--- config.mk ---
export PLATFORM = sky130hd
export DESIGN_NAME = aes_share_delay
export DESIGN_NICKNAME = d
export VERILOG_FILES = /design/src/rtl/aes_share_delay.sv
export SDC_FILE = /design/constraint.sdc
export NUM_CORES = 1
export LEC_CHECK = 0
export CAP_MARGIN = 20
export CORE_MARGIN = 1
export CORE_UTILIZATION = 30
export DETAILED_ROUTE_END_ITERATION = 16
export PLACE_DENSITY = 0.62
export SLEW_MARGIN = 5
export SYNTH_ARGS = -nofsm -noshare
export SYNTH_HDL_FRONTEND = slang
export SYNTH_SLANG_ARGS = --single-unit
--- constraint.sdc ---
create_clock -name ClkxCI -period 0.9 [get_ports ClkxCI]
set_clock_uncertainty 0.2 [all_clocks]
set_input_delay 0.135 -clock ClkxCI [delete_from_list [all_inputs] [get_ports ClkxCI]]
set_output_delay 0.135 -clock ClkxCI [all_outputs]
set_load 0.02 [all_outputs]
--- src/rtl/aes_share_delay.sv ---
// Fixed-depth shift register carrying a valid bit and payload; DEPTH cycles.
// No backpressure: one entry shifts in per clock.
module aes_share_delay #(
    parameter int DEPTH = 6,
    parameter int WIDTH = 8
) (
    input  logic             ClkxCI,
    input  logic             RstxBI,
    input  logic             ValidxSI,
    input  logic [WIDTH-1:0] DataxDI,
    output logic             ValidxSO,
    output logic [WIDTH-1:0] DataxDO
);

    logic [DEPTH-1:0] validxDP;
    logic [WIDTH-1:0] dataxDP [DEPTH];

    always_ff @(posedge ClkxCI or negedge RstxBI) begin
        if (!RstxBI) begin
            validxDP <= '0;
        end else begin
            validxDP <= {validxDP[DEPTH-2:0], ValidxSI};
        end
    end

    // Payload needs no reset: it is only ever consumed alongside its valid bit.
    always_ff @(posedge ClkxCI) begin
        dataxDP[0] <= DataxDI;
        for (int i = 1; i < DEPTH; i++) begin
            dataxDP[i] <= dataxDP[i-1];
        end
    end

    assign ValidxSO = validxDP[DEPTH-1];
    assign DataxDO  = dataxDP[DEPTH-1];

endmodule

==> metrics.yaml, run 1 <==
synthesis:
  synth_nets: 65
  yosysWarnings: 0
  netlist_area_um2: 1110
  synth_edf_count: 0
  yosysSeqAreaShare_pct: 100
  synth-compound-area-share_pct: 0
  ys_top_cells_by_count: "48 x dfxtp_1, 6 x dfrtp_1"
  ys_ff_latch: 54
  synth-xor-area-share_pct: 0
  synthFlopType: "dfxtp_1"
  synth_top_area_cell: "dfxtp_1"
  synthAdderAreaFrac_pct: 0
  ys_types: 2
  synth_area_leaders: "dfxtp_1 86%, dfrtp_1 14%"
  synth_simple_gate_area_share_pct: 0
  synth_top_area_share_pct: 86.5
  synth_area_per_cell_um2: 20.6
  synth.area.mux_share_pct: 0
  syn_inst: 54
  yosysMostFrequentCell: "dfxtp_1"
  async_flop_share_pct: 11.1
routing:
  wl_per_cell_um: 8.53
  drt-initial-drc-count: 1
  num_vias: 420
  avgViaCountPerCell: 3.33
  drt_first_pass_iters: 2
  drtAntennaViolNets: 0
  drc: 0
  wl_um: 1080
floorplanning:
  fp.coreArea_um2: 3440
  start_util_pct: 32.3
  rows: 21
  die-area_um2: 3950
  io_pins: 20
  dieWidth_um: 62.9
  fp.dieH_um: 62.9
cts:
  numCtsBuffers: 5
  cts-root-buf: "clkbuf_8"
  cts_tree: "done"
  clkLatencyLatePin_ps: 290
  clock_path_buffers: 2
  cts_sinks: 54
  htree_levels: 2
  cts.clk_slew.worst_paths_ps: 80
final_layout:
  utilization_pct: 43.2
  multiInputGateArea_um2: 0
  drive_gt1_share_pct: 30.0
  area_delta_synth_final_pct: 33.9
  instances_no_fill: 126
  nMultiInputCombCells: 0
  antennaDiodeCount: 0
  final_nets: 91
  final_area_um2: 1490
worst_setup_path:
  cp_cell_sequence: "buf_6"
  worstSetupEndpoint: "ValidxSO"
  crit_required_ps: 560
  crit_buf_inv: 1
  path_depth: 1
  crit_family: "flip-flops"
  critical_path_class: "flip-flop to output port"
  r2r_setup_slack_ps: 210
  slowest_stage: "dfrtp_1"
  startpoint: "validxDP[5]$_DFF_PN0_"
  reg2reg_to: "validxDP[5]$_DFF_PN0_"
  r2r_cells: 0
  worst-path-max-fanout: 1
  crit_path_max_incr_delay_ps: 380
  crit_arrival_ps: 800
  startpoint_type: "flip-flop"
  critPathCaptureType: "output port"
  r2r-start: "validxDP[4]$_DFF_PN0_"
power_and_ir_drop:
  leakagePower_nw: 0.624
  ir_worst_vdd_mv: 0.917
  fin_total_pwr_mw: 4.10
  power_density_nw_per_um2: 2760
timing:
  setup_ws_ps: -232
  grt_setup_unrepaired: "true"
  post-route-period-util_pct: 126
  finalHoldViolCount: 6
  drv_slew: 0
  setup_viol: 9
  period_needed_ps: 1130
  worst_slew_pin_slew_ps: 239
  fmax_mhz: 883
  slew_headroom_pct: 84.0
  hold_slack_ps: -137
outcome:
  violations: "hold timing, setup timing"
  status: "complete, but fails checks"
hold_path:
  hp-class: "primary input to async pin"
placed_design:
  placed_cells: 119
  io_buffers: 19
  post_dp_cell_area_um2: 1360
  gp_congestion: 0.693
global_route:
  grt_pass1_vias: 380
  grt_pass1_wl_um: 1670
  grt_use_total_pct: 6.87
  antenna_found_initial: 0
  grt_max_degree: 16
  gr-total-overflow: 0
run:
  drv_cap: 0
state kept, by name (all words and copies together), names as in the netlist:
name and flops:
validxDP 6, dataxDP 48
logic make-up (layout without fill, tap and decap cells):
group	count (synthesis)	in the layout
flip-flops	54	54
buffers and inverters	0	26
per-layer routing:
| metal | global-route usage [%] | up-vias | part of all wire (%) |
|---|---|---|---|
| met5 | 0 | - | 0 |
| met4 | 8.72 | 0 | 6.6 |
| met3 | 5.47 | 6 | 9.6 |
| met2 | 10.2 | 22 | 45 |
| met1 | 4.76 | 178 | 39 |
| li1 | - | 214 | - |
cell usage in the layout (no fill, tap or decap):
cell             instances
dfxtp_1                 40
buf_6                    9
dfrtp_1                  6
clkbuf_16                1
clkdlybuf4s50_1         10
clkbuf_8                 6
dfxtp_2                  8
worst min path at each step:
stage,from,to,slack (ps),cells after the start
floorplan,RstxBI,validxDP[0]$_DFF_PN0_,-360,0
global placement,dataxDP[2][6]$_DFF_P_,dataxDP[3][6]$_DFF_P_,110,0
detailed placement,dataxDP[0][4]$_DFF_P_,dataxDP[1][4]$_DFF_P_,110,0
CTS,RstxBI,validxDP[0]$_DFF_PN0_,-140,1
global route,RstxBI,validxDP[0]$_DFF_PN0_,-140,1
finish,RstxBI,validxDP[4]$_DFF_PN0_,-140,1
final cells by class:
type / instances / area (um2)
Clock buffer: 7 / 108
Fill cell: 312 / 1950
Sequential cell: 54 / 1120
Tap cell: 46 / 57.6
Timing Repair Buffer: 19 / 201
metrics by stage:
step           setup WS, ps  TNS, ps
2_1_floorplan           149        0
3_3_place_gp           -323    -2790
3_5_place_dp           -332    -2810
4_1_cts                -249    -1710
5_1_grt                -261    -1830
6_report               -232    -1550
what timing repair did:
| action | in CTS | in global routing |
|---|---|---|
| buffers inserted | 0 | 0 |
| hold endpoints to repair | 6 | 6 |
| endpoints found under the setup margin | 9 | 9 |
| resized for setup | 62 | 0 |
report_power, final:
| group | internal, mW | total [mW] | leakage [nW] | switching (mW) |
|---|---|---|---|---|
| logic | 0.0758 | 0.118 | 0.0936 | 0.0418 |
| clock network | 0.777 | 1.43 | 0.0555 | 0.653 |
| registers | 2.52 | 2.55 | 0.475 | 0.0316 |
| total | 3.37 | 4.10 | 0.624 | 0.726 |
Power figures use the tool's default switching activity.
==> run 2, diff against run 1 <==
- PLACE_DENSITY: 0.62 -> 0.51
==> run 2 against run 1 <==
The flow still finishes with violations (hold timing, setup timing). Via count is 3.8% lower. Clock-buffer cell count is 1 higher. First-iteration DRC count grew to 15 times the previous value. Setup slack worse by 1.1 ps.
==> metrics.yaml, run 2 (synthesis results as in run 1) <==
cts:
  postCtsSetupBuffers: 0
  cts_sinks: 54
  clock_path_buffers: 2
  clkLatencyLatePin_ps: 290
  cts_tree: "done"
  htree_levels: 2
  cts.clk_slew.worst_paths_ps: 80
  numCtsBuffers: 5
  cts-root-buf: "clkbuf_8"
routing:
  drt-initial-drc-count: 15
  drc: 0
  drt_first_pass_iters: 2
  avgViaCountPerCell: 3.18
  drtAntennaViolNets: 0
  wl_per_cell_um: 6.98
  num_vias: 404
  wl_um: 886
final_layout:
  drive_gt1_share_pct: 27.2
  final_nets: 91
  seq_area_um2: 1120
  final_cell_mix: "40 x dfxtp_1, 10 x clkdlybuf4s50_1, 9 x buf_6"
  instances_no_fill: 127
  antennaDiodeCount: 0
  nMultiInputCombCells: 0
  utilization_pct: 42.4
  area_delta_synth_final_pct: 31.4
  multiInputGateArea_um2: 0
  layout_commonest_cell: "dfxtp_1"
  largest_register: "dataxDP"
  n_fill_cell: 317
  largest_register_ffs: 48
  reg_top3: "dataxDP (48), validxDP (6)"
  final_area_um2: 1460
worst_setup_path:
  crit_family: "flip-flops"
  critPathCaptureType: "output port"
  critical_path_class: "flip-flop to output port"
  startpoint_type: "flip-flop"
  crit_required_ps: 560
  worst-path-max-fanout: 1
  slowest_stage: "dfrtp_1"
  cp_cell_sequence: "buf_6"
  crit_buf_inv: 1
  crit_arrival_ps: 800
  crit_path_max_incr_delay_ps: 380
placed_design:
  io_buffers: 19
  post_dp_cell_area_um2: 1360
  preCtsSetupSlack_ps: -328
  placed_cells: 119
  gp_congestion: 0.586
  dp_hpwl_um: 525
timing:
  setup_ws_ps: -233
  setup_viol: 9
  drv_slew: 0
  finalHoldViolCount: 6
  hold_slack_ps: -132
  worst_slew_pin_slew_ps: 256
  grt_setup_unrepaired: "true"
  fmax_mhz: 883
  post-route-period-util_pct: 126
  slew_headroom_pct: 82.9
  period_needed_ps: 1130
hold_path:
  hp-class: "primary input to async pin"
run:
  drv_cap: 0
global_route:
  grt_pass1_vias: 365
  grt_pass1_wl_um: 1570
  gr-total-overflow: 0
  grt_max_degree: 16
  antenna_found_initial: 0
  grt_use_total_pct: 5.73
floorplanning:
  die-area_um2: 3950
  dieWidth_um: 62.9
  rows: 21
  fp.coreArea_um2: 3440
  fp.dieH_um: 62.9
  io_pins: 20
  start_util_pct: 32.3
power_and_ir_drop:
  leakagePower_nw: 0.608
  power_density_nw_per_um2: 2640
  ir_worst_vdd_mv: 1.24
outcome:
  violations: "hold timing, setup timing"
  status: "complete, but fails checks"
==> run 2: area by class of cell <==
type | count | area share (%)
clock buffers | 8 | 5.48
flip-flops and latches | 54 | 76.8
well taps | 46 | 3.94
repair buffers | 19 | 13.8
==> run 2: layer usage <==
metal | vias up | share of wire [%] | track usage [%]
met5 | - | 0 | 0
met4 | 0 | 0 | 3.49
li1 | 213 | - | -
met2 | 16 | 41 | 7.07
met1 | 175 | 50 | 6.13
met3 | 0 | 9.5 | 5.47
==> run 2: worst paths after layout <==
check                      cells after the start                     to                  start  slack, ps
max                                            1               ValidxSO  validxDP[5]$_DFF_PN0_       -230
min                                            1  validxDP[5]$_DFF_PN0_                 RstxBI       -130
max reg2reg                                    0  validxDP[2]$_DFF_PN0_  validxDP[1]$_DFF_PN0_        220
min reg2reg                                    0  dataxDP[5][5]$_DFF_P_  dataxDP[4][5]$_DFF_P_        120
max in group asynchronous                      1  validxDP[4]$_DFF_PN0_                 RstxBI        430
min in group ClkxCI                            1  validxDP[0]$_DFF_PN0_               ValidxSI         80
==> run 2: what timing repair did <==
action | in CTS | in global routing
hold endpoints to repair | 6 | 6
setup endpoints to repair | 9 | 9
resized for setup | 62 | 0
==> run 2: report_power, final <==
part | internal [mW] | switching (mW)
registers | 2.52 | 0.0275
clock network | 0.553 | 0.636
logic | 0.0758 | 0.0416
total | 3.15 | 0.705
==> run 2: through the flow <==
step / setup TNS, ps / power [mW]
2_1_floorplan: 0 / 2.62
3_3_place_gp: -2800 / 2.71
3_5_place_dp: -2840 / 2.71
4_1_cts: -1680 / 3.93
5_1_grt: -1870 / 4.05
6_report: -1530 / 3.86
==> run 3, diff against run 2 <==
- CAP_MARGIN: 20 -> unset
- clock period: 0.9 -> 1.37 ns (I/O delays scaled with it)
==> run 3 against run 2 <==
The run now ends clean. Sequential share of layout area rose by 0.37 points. Design area shrank 1.4%. Combinational power shrank 42%. Non-clock buffer count grew 1. Die area unchanged. First-iteration DRC count unchanged. Power down 35%. Critical path depth stayed put. Core utilization is 0.58 points lower. Global-route usage about the same. Largest power group unchanged.
==> metrics.yaml, run 3 (synthesis results as in run 1) <==
outcome:
  status: "finished, final reports clean"
global_route:
  grt_pass1_vias: 367
  gr-total-overflow: 0
  grt_use_met3_pct: 5.47
  grt_max_degree: 16
  grt_use_total_pct: 5.77
  busiest_layer: "met2"
  grt_pass1_wl_um: 1570
  globalRouteMet2Util_pct: 7.20
  grt.met1_usage_pct: 6.13
  antenna_found_initial: 0
power_and_ir_drop:
  leakagePower_nw: 0.600
  power_density_nw_per_um2: 1750
  ir_worst_vdd_mv: 0.816
  fin_total_pwr_mw: 2.52
final_layout:
  reg_top3: "dataxDP (48), validxDP (6)"
  final_nets: 92
  drive_gt1_share_pct: 7.32
  instances_no_fill: 128
  nMultiInputCombCells: 0
  area_delta_synth_final_pct: 29.6
  utilization_pct: 41.8
  final_cell_mix: "48 x dfxtp_1, 10 x clkdlybuf4s50_1, 6 x dfrtp_1"
  largest_register: "dataxDP"
  final_area_um2: 1440
  multiInputGateArea_um2: 0
  layout_commonest_cell: "dfxtp_1"
  largest_register_ffs: 48
  antennaDiodeCount: 0
worst_setup_path:
  startpoint_type: "flip-flop"
  critical_path_class: "flip-flop to output port"
  slowest_stage: "dlygate4sd2_1"
  crit_buf_inv: 1
  crit_family: "buffers and inverters"
  path_depth: 1
  crit_required_ps: 960
  r2r-start: "validxDP[1]$_DFF_PN0_"
  cp_cell_sequence: "dlygate4sd2_1"
  r2r_cells: 0
  critPathCaptureType: "output port"
  crit_arrival_ps: 910
  r2r_setup_slack_ps: 690
  crit_path_max_incr_delay_ps: 320
  worst-path-max-fanout: 1
  reg2reg_to: "validxDP[2]$_DFF_PN0_"
floorplanning:
  dieWidth_um: 62.9
  io_pins: 20
  rows: 21
  fp.dieH_um: 62.9
  start_util_pct: 32.3
  fp.coreArea_um2: 3440
  die-area_um2: 3950
routing:
  num_vias: 408
  drc: 0
  drt_first_pass_iters: 2
  wl_um: 884
  drt-initial-drc-count: 15
  avgViaCountPerCell: 3.19
  drtAntennaViolNets: 0
  wl_per_cell_um: 6.91
timing:
  finalHoldViolCount: 0
  fin_setup_tns_ps: 0
  grt_setup_unrepaired: "false"
  drv_slew: 0
  period_needed_ps: 1320
  fmax_mhz: 758
  setup_viol: 0
  slew_headroom_pct: 82.9
  post-route-period-util_pct: 96.4
  worst_slew_pin_slew_ps: 256
hold_path:
  worstHoldStart: "dataxDP[3][0]$_DFF_P_"
  hp-class: "flip-flop to flip-flop"
  hold_end: "dataxDP[4][0]$_DFF_P_"
  hold_path_depth: 0
cts:
  numCtsBuffers: 5
  postCtsSetupBuffers: 0
  clock_path_buffers: 2
  clkLatencyLatePin_ps: 290
  htree_levels: 2
  cts-root-buf: "clkbuf_8"
  cts_tree: "done"
  cts.clk_slew.worst_paths_ps: 80
  cts_sinks: 54
placed_design:
  gp_congestion: 0.586
  io_buffers: 19
  dp_hpwl_um: 525
  post_dp_cell_area_um2: 1360
  placed_cells: 119
run:
  drv_cap: 0
-- run 3: cell types whose count changed in the layout (fill, tap and decap cells not counted) --
| cell | change |
|---|---|
| buf_6 | -9 |
| dfxtp_1 | +8 |
| dfxtp_2 | -8 |
| clkdlybuf4s15_1 | +5 |
| dlygate4sd2_1 | +3 |
| clkbuf_2 | +1 |
| dlygate4sd3_1 | +1 |
-- run 3: layout make-up --
| class | count | area, um2 |
|---|---|---|
| tap | 46 | 57.6 |
| sequential | 54 | 1110 |
| clock buffer | 8 | 80.1 |
| timing repair buffer | 20 | 191 |
| fill | 317 | 2000 |
-- run 3: worst max path at each step --
stage                           from    endpoint  slack, ps
2_1_floorplan  validxDP[5]$_DFF_PN0_    ValidxSO        550
3_3_place_gp   validxDP[5]$_DFF_PN0_    ValidxSO         80
3_5_place_dp   validxDP[5]$_DFF_PN0_    ValidxSO         70
4_1_cts        dataxDP[5][0]$_DFF_P_  DataxDO[0]         10
5_1_grt        dataxDP[5][5]$_DFF_P_  DataxDO[5]          3
6_report       dataxDP[5][5]$_DFF_P_  DataxDO[5]         50
-- run 3: timing repair --
action,CTS,global route
hold buffers,1,0
hold endpoints to repair,6,0
endpoints found under the setup margin,9,6
resized for setup,10,6
-- run 3: metal layers --
layer	wire length, um	vias up	share of wire (%)
met5	0	-	0
met3	85	0	9.6
met1	441	177	50
met4	0	0	0
met2	357	16	40
li1	-	215	-
-- run 3: power breakdown --
| part | total, mW | internal (mW) | switching [mW] | leakage (nW) |
|---|---|---|---|---|
| sequential | 1.67 | 1.65 | 0.0151 | 0.475 |
| clock | 0.779 | 0.363 | 0.416 | 0.0395 |
| combinational | 0.0680 | 0.0402 | 0.0278 | 0.0860 |
| total | 2.52 | 2.06 | 0.459 | 0.600 |
-- run 3: through the flow --
stage	setup slack, ps	hold slack [ps]
after floorplan	548	-290
after global placement	77.9	110
after detailed placement	71.7	112
after CTS	12.2	128
after global routing	2.80	133
final	50.0	127
